### src/rtl/id_fwd_hazard_unit.sv
// Decode-stage operand forwarding across NUM_FWD downstream sources, load-use/multi-cycle
// hazard detection, and the ID/EX pipeline register with a valid/ready handshake.
module id_fwd_hazard_unit #(
  parameter int DATA_WIDTH     = 32,
  parameter int REG_ADDR_WIDTH = 5,
  parameter int NUM_FWD        = 3,
  parameter int CNT_WIDTH      = 16
) (
  input  logic                             clk,
  input  logic                             rst_n,
  input  logic                             d_valid_i,
  output logic                             d_ready_o,
  input  logic                             flush_i,
  input  logic                             i_r1_i,
  input  logic                             i_r2_i,
  input  logic [REG_ADDR_WIDTH-1:0]        raddr_rs1_i,
  input  logic [REG_ADDR_WIDTH-1:0]        raddr_rs2_i,
  input  logic [DATA_WIDTH-1:0]            rf_rs1_i,
  input  logic [DATA_WIDTH-1:0]            rf_rs2_i,
  input  logic [REG_ADDR_WIDTH-1:0]        waddr_i,
  input  logic                             wr_i,
  input  logic [NUM_FWD-1:0]               fwd_wr_i,
  input  logic [NUM_FWD*REG_ADDR_WIDTH-1:0] fwd_waddr_i,
  input  logic [NUM_FWD*DATA_WIDTH-1:0]    fwd_data_i,
  input  logic [NUM_FWD-1:0]               fwd_dvalid_i,
  input  logic                             e_ready_i,
  output logic                             e_valid_o,
  output logic [DATA_WIDTH-1:0]            e_rs1_o,
  output logic [DATA_WIDTH-1:0]            e_rs2_o,
  output logic [REG_ADDR_WIDTH-1:0]        e_waddr_o,
  output logic                             e_wr_o,
  output logic                             hazard_o,
  output logic [CNT_WIDTH-1:0]             stall_cnt_o,
  input  logic                             cnt_clr_i
);

  typedef struct packed {
    logic                  pend;
    logic [DATA_WIDTH-1:0] val;
  } opnd_t;

  // Scan oldest to youngest so the youngest matching slot overwrites; its dvalid alone decides
  // the stall, so an older ready copy can never mask a younger pending result.
  function automatic opnd_t resolve(
    input logic [REG_ADDR_WIDTH-1:0]         addr,
    input logic [DATA_WIDTH-1:0]             rf,
    input logic [NUM_FWD-1:0]                wr,
    input logic [NUM_FWD*REG_ADDR_WIDTH-1:0] waddr,
    input logic [NUM_FWD*DATA_WIDTH-1:0]     data,
    input logic [NUM_FWD-1:0]                dvalid
  );
    opnd_t r;
    r.pend = 1'b0;
    r.val  = rf;
    for (int k = NUM_FWD - 1; k >= 0; k--) begin
      if (wr[k] && (waddr[k*REG_ADDR_WIDTH +: REG_ADDR_WIDTH] == addr)) begin
        r.val  = data[k*DATA_WIDTH +: DATA_WIDTH];
        r.pend = !dvalid[k];
      end
    end
    if (addr == '0) begin
      r.val  = '0;
      r.pend = 1'b0;
    end
    return r;
  endfunction

  function automatic logic [CNT_WIDTH-1:0] sat_inc(input logic [CNT_WIDTH-1:0] v);
    return (&v) ? v : v + CNT_WIDTH'(1);
  endfunction

  opnd_t                     rs1_p0, rs2_p0;
  logic                      advance, capture, stall;
  logic                      vld_p1, wr_p1;
  logic [DATA_WIDTH-1:0]     rs1_p1, rs2_p1;
  logic [REG_ADDR_WIDTH-1:0] waddr_p1;
  logic [CNT_WIDTH-1:0]      cnt;

  // ID stage: operand resolution and stall decision
  assign rs1_p0 = resolve(raddr_rs1_i, rf_rs1_i, fwd_wr_i, fwd_waddr_i, fwd_data_i, fwd_dvalid_i);
  assign rs2_p0 = resolve(raddr_rs2_i, rf_rs2_i, fwd_wr_i, fwd_waddr_i, fwd_data_i, fwd_dvalid_i);

  assign hazard_o  = d_valid_i && !flush_i &&
                     ((i_r1_i && rs1_p0.pend) || (i_r2_i && rs2_p0.pend));
  assign advance   = !vld_p1 || e_ready_i;
  assign d_ready_o = advance && !hazard_o;
  assign capture   = advance && d_valid_i && !flush_i && !hazard_o;
  assign stall     = d_valid_i && !d_ready_o && !flush_i;

  // ID/EX boundary
  always_ff @(posedge clk or negedge rst_n) begin
    if (!rst_n) begin
      vld_p1   <= 1'b0;
      wr_p1    <= 1'b0;
      rs1_p1   <= '0;
      rs2_p1   <= '0;
      waddr_p1 <= '0;
    end else if (advance) begin
      vld_p1 <= capture;
      wr_p1  <= capture && wr_i;
      if (capture) begin
        rs1_p1   <= rs1_p0.val;
        rs2_p1   <= rs2_p0.val;
        waddr_p1 <= waddr_i;
      end
    end
  end

  always_ff @(posedge clk or negedge rst_n) begin
    if (!rst_n) begin
      cnt <= '0;
    end else if (cnt_clr_i) begin
      cnt <= '0;
    end else if (stall) begin
      cnt <= sat_inc(cnt);
    end
  end

  assign e_valid_o   = vld_p1;
  assign e_wr_o      = wr_p1;
  assign e_rs1_o     = rs1_p1;
  assign e_rs2_o     = rs2_p1;
  assign e_waddr_o   = waddr_p1;
  assign stall_cnt_o = cnt;

endmodule

### config.mk
export PLATFORM = sky130hd
export DESIGN_NAME = id_fwd_hazard_unit
export DESIGN_NICKNAME = d
export VERILOG_FILES = /design/src/rtl/id_fwd_hazard_unit.sv
export SDC_FILE = /design/constraint.sdc
export NUM_CORES = 1
export LEC_CHECK = 0
export BUFFER_PORTS_ARGS = -buffer_cell sky130_fd_sc_hd__buf_4
export CAP_MARGIN = 20
export CORE_UTILIZATION = 42
export CTS_CLUSTER_DIAMETER = 150
export DETAILED_ROUTE_END_ITERATION = 12
export PLACE_DENSITY_LB_ADDON = 0.25
export SLEW_MARGIN = 5
export SYNTH_ARGS = -nofsm -noshare
export SYNTH_HDL_FRONTEND = slang
export SYNTH_SLANG_ARGS = --single-unit
export TNS_END_PERCENT = 30
### constraint.sdc
create_clock -name clk -period 2 [get_ports clk]
set_input_delay 0.1 -clock clk [delete_from_list [all_inputs] [get_ports clk]]
set_output_delay 0.1 -clock clk [all_outputs]
set_load 0.05 [all_outputs]
**Word level (Yosys, flattened, before mapping)**

Cells that the tools add are included.

- Equal/unequal tests: 7
- Multiplexer cells: 11
- Add/subtract/negate cells: 1
- Reductions and logical operators: 32

Operators by type and width:

| operator | number |
|---|---|
| 33-bit two-way mux | 8 |
| 16-bit two-way mux | 3 |
| 5-bit equality test | 6 |
| 1-bit logical AND | 17 |
| 16-bit by 1-bit adder with 16-bit output, second input constant | 1 |
| 16-bit AND reduction | 1 |
| 5-bit logical NOT | 2 |
| 1-bit logical NOT | 7 |
| 2-bit AND reduction | 2 |
| 1-bit logical OR | 2 |
| 2-bit != test, second input constant | 1 |
| 2-bit nonzero test | 1 |

- Bits in registers: 87
- Logic and storage cells: 57

**Longest topological paths before layout**

- Depth in word-level cells: 16
- Gate-level depth with buffers: 11

**Worst setup path after synthesis**

Ideal clock, no wire load.

- Path type: register -> register
- Start point: register cnt[5] (netlist: stall_cnt_o[5])
- End point: register cnt[14] (netlist: stall_cnt_o[14])
- Cell stages (with the launch flop): 9
- Slack: -0.503 ns
- Setup time: 0.078 ns
- Arrival: 2.425 ns
- Clock period less this slack: 2.503 ns
- Required time: 1.922 ns
- Path through: dfrtp_1 > nand4_1 > nor2_1 > nand3_1 > nor2_1 > a31oi_1 > nand2_1 > or4_1 > a21oi_1

- Longest elaborated chain between the ends: 4

RTL lines:

| element | RTL line | text |
|---|---|---|
| start, declared | 77 | `logic [CNT_WIDTH-1:0] cnt;` |
| start signal, assigned | 115 | `cnt <= sat_inc(cnt);` |
| 16-bit by 1-bit adder with 16-bit output | 69 | `return (&v) ? v : v + CNT_WIDTH'(1);` |
| 16-bit two-way mux | 69 |  |
| 16-bit two-way mux | 114 | `end else if (stall) begin` |
| 16-bit two-way mux | 112 | `end else if (cnt_clr_i) begin` |

Parallel ways exist; a longest one is shown, timed or not. The select of a mux whose other input is x is not followed.
A chain may end at the register's enable or synchronous reset.

**Final worst setup path**

- Start point: input raddr_rs2_i[4]
- End point: register cnt[9] (netlist: stall_cnt_o[9])

- Longest elaborated chain between the ends: 16

RTL lines:

| element | RTL line | text |
|---|---|---|
| start, declared | 17 | `input logic [REG_ADDR_WIDTH-1:0] raddr_rs2_i,` |
| 5-bit equality test | 56 | `if (wr[k] && (waddr[k*REG_ADDR_WIDTH +: REG_ADDR_WIDTH] == addr)) begin` |
| 1-bit logical AND | 56 |  |
| 33-bit two-way mux (3 in a row) | 56 |  |
| 33-bit two-way mux (*) | 61 | `if (addr == '0) begin` |
| 1-bit logical AND (*) | 84 | `((i_r1_i && rs1_p0.pend) \|\| (i_r2_i && rs2_p0.pend));` |
| 1-bit logical OR (*) | 84 |  |
| 1-bit logical AND (*) | 83 | `assign hazard_o = d_valid_i && !flush_i &&` |
| 1-bit logical NOT (*) | 86 | `assign d_ready_o = advance && !hazard_o;` |
| 1-bit logical AND (*) | 86 |  |
| 1-bit logical NOT (*) | 88 | `assign stall = d_valid_i && !d_ready_o && !flush_i;` |
| 1-bit logical AND (*) (2 in a row) | 88 |  |
| 2-bit nonzero test (no line) (*) | - |  |
| 2-bit AND reduction (no line) (*) | - |  |

Every way passes the cells marked *; elsewhere a longest branch is shown, timed or not.

==> results.sh <==
export IMPL_gr_usage_met2=0.489
export IMPL_drive_above_1_share=0.412
export IMPL_dieArea_sq_um=14200
export IMPL_dpl_cell_count=1143
export IMPL_required_ns=2.27
export IMPL_first_iter_violations=370
export IMPL_leakagePower_uw=0.00441
export IMPL_clock_skew_ns=0.00634
export IMPL_ys_types=38
export IMPL_synth_fp_nets=880
export IMPL_power_switching_uw=2640
export IMPL_first_pass_iters=5
export IMPL_initial_core_util=0.433
export IMPL_ant_nets=0
export IMPL_yosys_warnings=0
export IMPL_grt_overflow=0
export IMPL_drv_slew=0
export IMPL_io_pins=294
export IMPL_syn_area_per_cell_sq_um=8.54
export IMPL_p_clk_frac=0.259
export IMPL_clk_insertion_delay_late_ns=0.34
export IMPL_dpl_instance_area_sq_um=8590
export IMPL_via_per_inst=5.48
export IMPL_fmax_mhz=519
export IMPL_stdcell_area_sq_um=9040
export IMPL_numPortBuffers=293
export IMPL_cts_tree="yes"
export IMPL_cts_clk_slew_worst_paths_ns=0.07
export IMPL_hold_viol_final=0
export IMPL_root_buffer="clkbuf_16"
export IMPL_cap_violations=0
export IMPL_slew_headroom=0.523
export IMPL_htree_levels=3
export IMPL_routedWlPerCell_um=17.7
export IMPL_fin_cells=1168
export IMPL_fin_crit_sh=0.963
export IMPL_grt_pass1_vias=6189
export IMPL_diodes=0
export IMPL_gr_usage_met3=0.0589
export IMPL_vias=6404
export IMPL_synthArstFlopShare=1.00
export IMPL_grt_busiest_layer="met2"
export IMPL_p_int_uw=4070
export IMPL_grt_max_degree=65
export IMPL_status="finished clean"
export IMPL_tightest_slew_ns=0.716
export IMPL_worstPathArrival_ns=2.20
export IMPL_die_y_um=119
export IMPL_ys_ff_latch=87
export IMPL_synth_main_ff_cell="dfrtp_1"
export IMPL_syn_area_sq_um=5760
export IMPL_dp_hpwl_um=15400
export IMPL_nets=1193
export IMPL_synth_edf_count=0
export IMPL_share_seq_of_total_power=0.329
export IMPL_grtUsageTotal=0.291
export IMPL_finalSetupViolations=0
export IMPL_fp_row_count=42
export IMPL_cp_start_kind="primary input"
export IMPL_coreArea_sq_um=13300
export IMPL_die_w_um=119
export IMPL_antenna_found_initial=0
export IMPL_area_growth_pct=57.0
export IMPL_drt_wl_total_um=20600
export IMPL_ys_seq_area_frac=0.378
export IMPL_setup_ws_ns=0.0747
export IMPL_n_fill_cell=1160
export IMPL_ir_drop_v=0.000419
export IMPL_cts_buffers_inserted=9
export IMPL_rsz0062_at_grt="yes"
export IMPL_crit_type="in2reg"
export IMPL_comb_power_share=0.412
export IMPL_cp_end_kind="flop"
export IMPL_sw_frac_of_total=0.394
export IMPL_grt_pass1_wl_um=32200
export IMPL_cts_buffer_depth=2
export IMPL_crit_fanout=9
export IMPL_drcViolationCount=0
export IMPL_power_density_nw_per_um2=742
export IMPL_hold_path_class="in2reg"
export IMPL_place_gp_congestion=0.884
export IMPL_dp_worst_setup_slack_ns=-0.314
export IMPL_fin_crit_ns=1.93
export IMPL_syn_inst=674
export IMPL_cts_sinks=87
export IMPL_use_met1=0.354
[synth_stat cells (4+ instances only)]
| cell type | count | area (sq um) |
|---|---|---|
| nand3_1 | 9 | 45.0 |
| nand2_1 | 75 | 282 |
| xor2_1 | 29 | 254 |
| o31ai_1 | 34 | 255 |
| o21ai_1 | 33 | 165 |
| xnor2_1 | 10 | 87.6 |
| nor2b_1 | 4 | 25.0 |
| and3_1 | 6 | 37.5 |
| dfrtp_1 | 87 | 2180 |
| buf_2 | 16 | 80.1 |
| mux2_4 | 5 | 75.1 |
| buf_1 | 4 | 15.0 |
| a21oi_1 | 69 | 345 |
| nor3_1 | 6 | 30.0 |
| nand4_1 | 6 | 37.5 |
| o21ai_0 | 4 | 20.0 |
| clkbuf_1 | 34 | 128 |
| a211oi_1 | 64 | 480 |
| nor2_1 | 85 | 319 |
| mux2i_1 | 65 | 651 |
[flip-flops by register name, indices dropped and copies added (netlist names)]
name and flops:
e_waddr_o 5, e_rs2_o 32, e_valid_o 1, stall_cnt_o 16
e_rs1_o 32, e_wr_o 1
[power groups by stage]
stage          clock [uW]  combinational, uW  sequential, uW
2_1_floorplan           0                609            3220
3_3_place_gp            0               2710            2230
3_5_place_dp            0               2740            2240
4_1_cts              1780               2750            2210
5_1_grt              1840               2920            2240
6_report             1740               2770            2210
[worst max-delay path: stages]
cell      delay, ns
buf_4          0.12
xor2_1         0.17
nor4_2         0.32
and3_4         0.25
a311oi_2       0.06
o221ai_4       0.23
buf_4          0.21
nand3_4        0.12
buf_4          0.17
or3_1          0.30
a21oi_1        0.14
[path summary, 6_finish.rpt]
kind	start	end	slack [ns]	cells past startpoint
worst max-delay path	raddr_rs2_i[4]	stall_cnt_o[9]$_DFFE_PN0P_	0.07	11
worst min-delay path	wr_i	e_wr_o$_DFFE_PN0N_	0.01	3
worst max register to register	stall_cnt_o[8]$_DFFE_PN0P_	stall_cnt_o[9]$_DFFE_PN0P_	0.13	9
worst min register to register	e_rs2_o[20]$_DFFE_PN0P_	e_rs2_o[20]$_DFFE_PN0P_	0.48	2
max in group asynchronous	rst_n	e_rs2_o[0]$_DFFE_PN0P_	1.13	3
min in group asynchronous	rst_n	e_rs1_o[11]$_DFFE_PN0P_	0.27	2
[area by class of cell]
type	count	area [sq um]	share of cell area
repair buffers	357	2870	0.317
clock inverters	6	67.6	0.00747
well taps	176	220	0.0243
clock buffers	10	239	0.0264
flip-flops and latches	87	2190	0.242
multi-input cells	530	3460	0.382
inverters	2	7.51	0.000830
[metal layers]
layer / wire length, um / part of all wire / vias up
met3: 1370 / 0.066 / 54
li1: - / - / 3063
met1: 8240 / 0.40 / 3022
met2: 10200 / 0.49 / 265
met4: 839 / 0.041 / 0
met5: 0 / 0 / -
[stage by stage]
step / setup TNS, ns / utilization / power [uW] / hold slack, ns
floorplan: -3.00 / - / 3830 / -0.196
detailed placement: -14.98 / 0.646 / 4980 / 0.102
CTS: 0 / 0.673 / 6740 / 0.00334
global route: -0.206 / 0.680 / 7010 / 0.0193
finish: 0 / 0.680 / 6710 / 0.0149
global placement: -12.76 / 0.646 / 4940 / 0.106
[cell families (layout without fill, tap and decap cells)]
family / count (synthesis) / count (layout) / share of synthesized area
buf+inv: 57 / 375 / 0.0419
simple gates: 208 / 208 / 0.156
compound gates: 211 / 211 / 0.235
fa+ha+maj: 1 / 1 / 0.00217
mux: 71 / 71 / 0.128
flops: 87 / 87 / 0.378
xor+xnor: 39 / 39 / 0.0593
[cells in the final DEF, fill, tap and decap left out, drive strengths merged]
cell type    count
bufinv           1
clkinvlp         2
or2              1
clkinv           1
xor2            29
o22a             1
or3              3
nand2b           3
nand3           10
and3             7
mux2i           65
or4              3
nor2            85
o31ai           34
o221ai           1
a21o             2
buf            351
a211oi          64
ha               1
and4             1
dfrtp           87
dlygate4sd3      6
nor4             2
a21oi           69
a31oi            1
o21ai           37
nor2b            4
nand4            6
nor3             6
nand2           75
a311oi           2
inv              4
and2             2
clkbuf          10
mux2             6
xnor2           10
[timing repair]
| item | CTS | global route |
|---|---|---|
| resized for setup | 0 | 15 |
| hold endpoints to repair | 40 | 0 |
| endpoints found under the setup margin | 0 | 29 |
| buffers inserted | 0 | 3 |
| hold buffers | 6 | 0 |
Note: power is estimated with default switching activity, not from simulation.
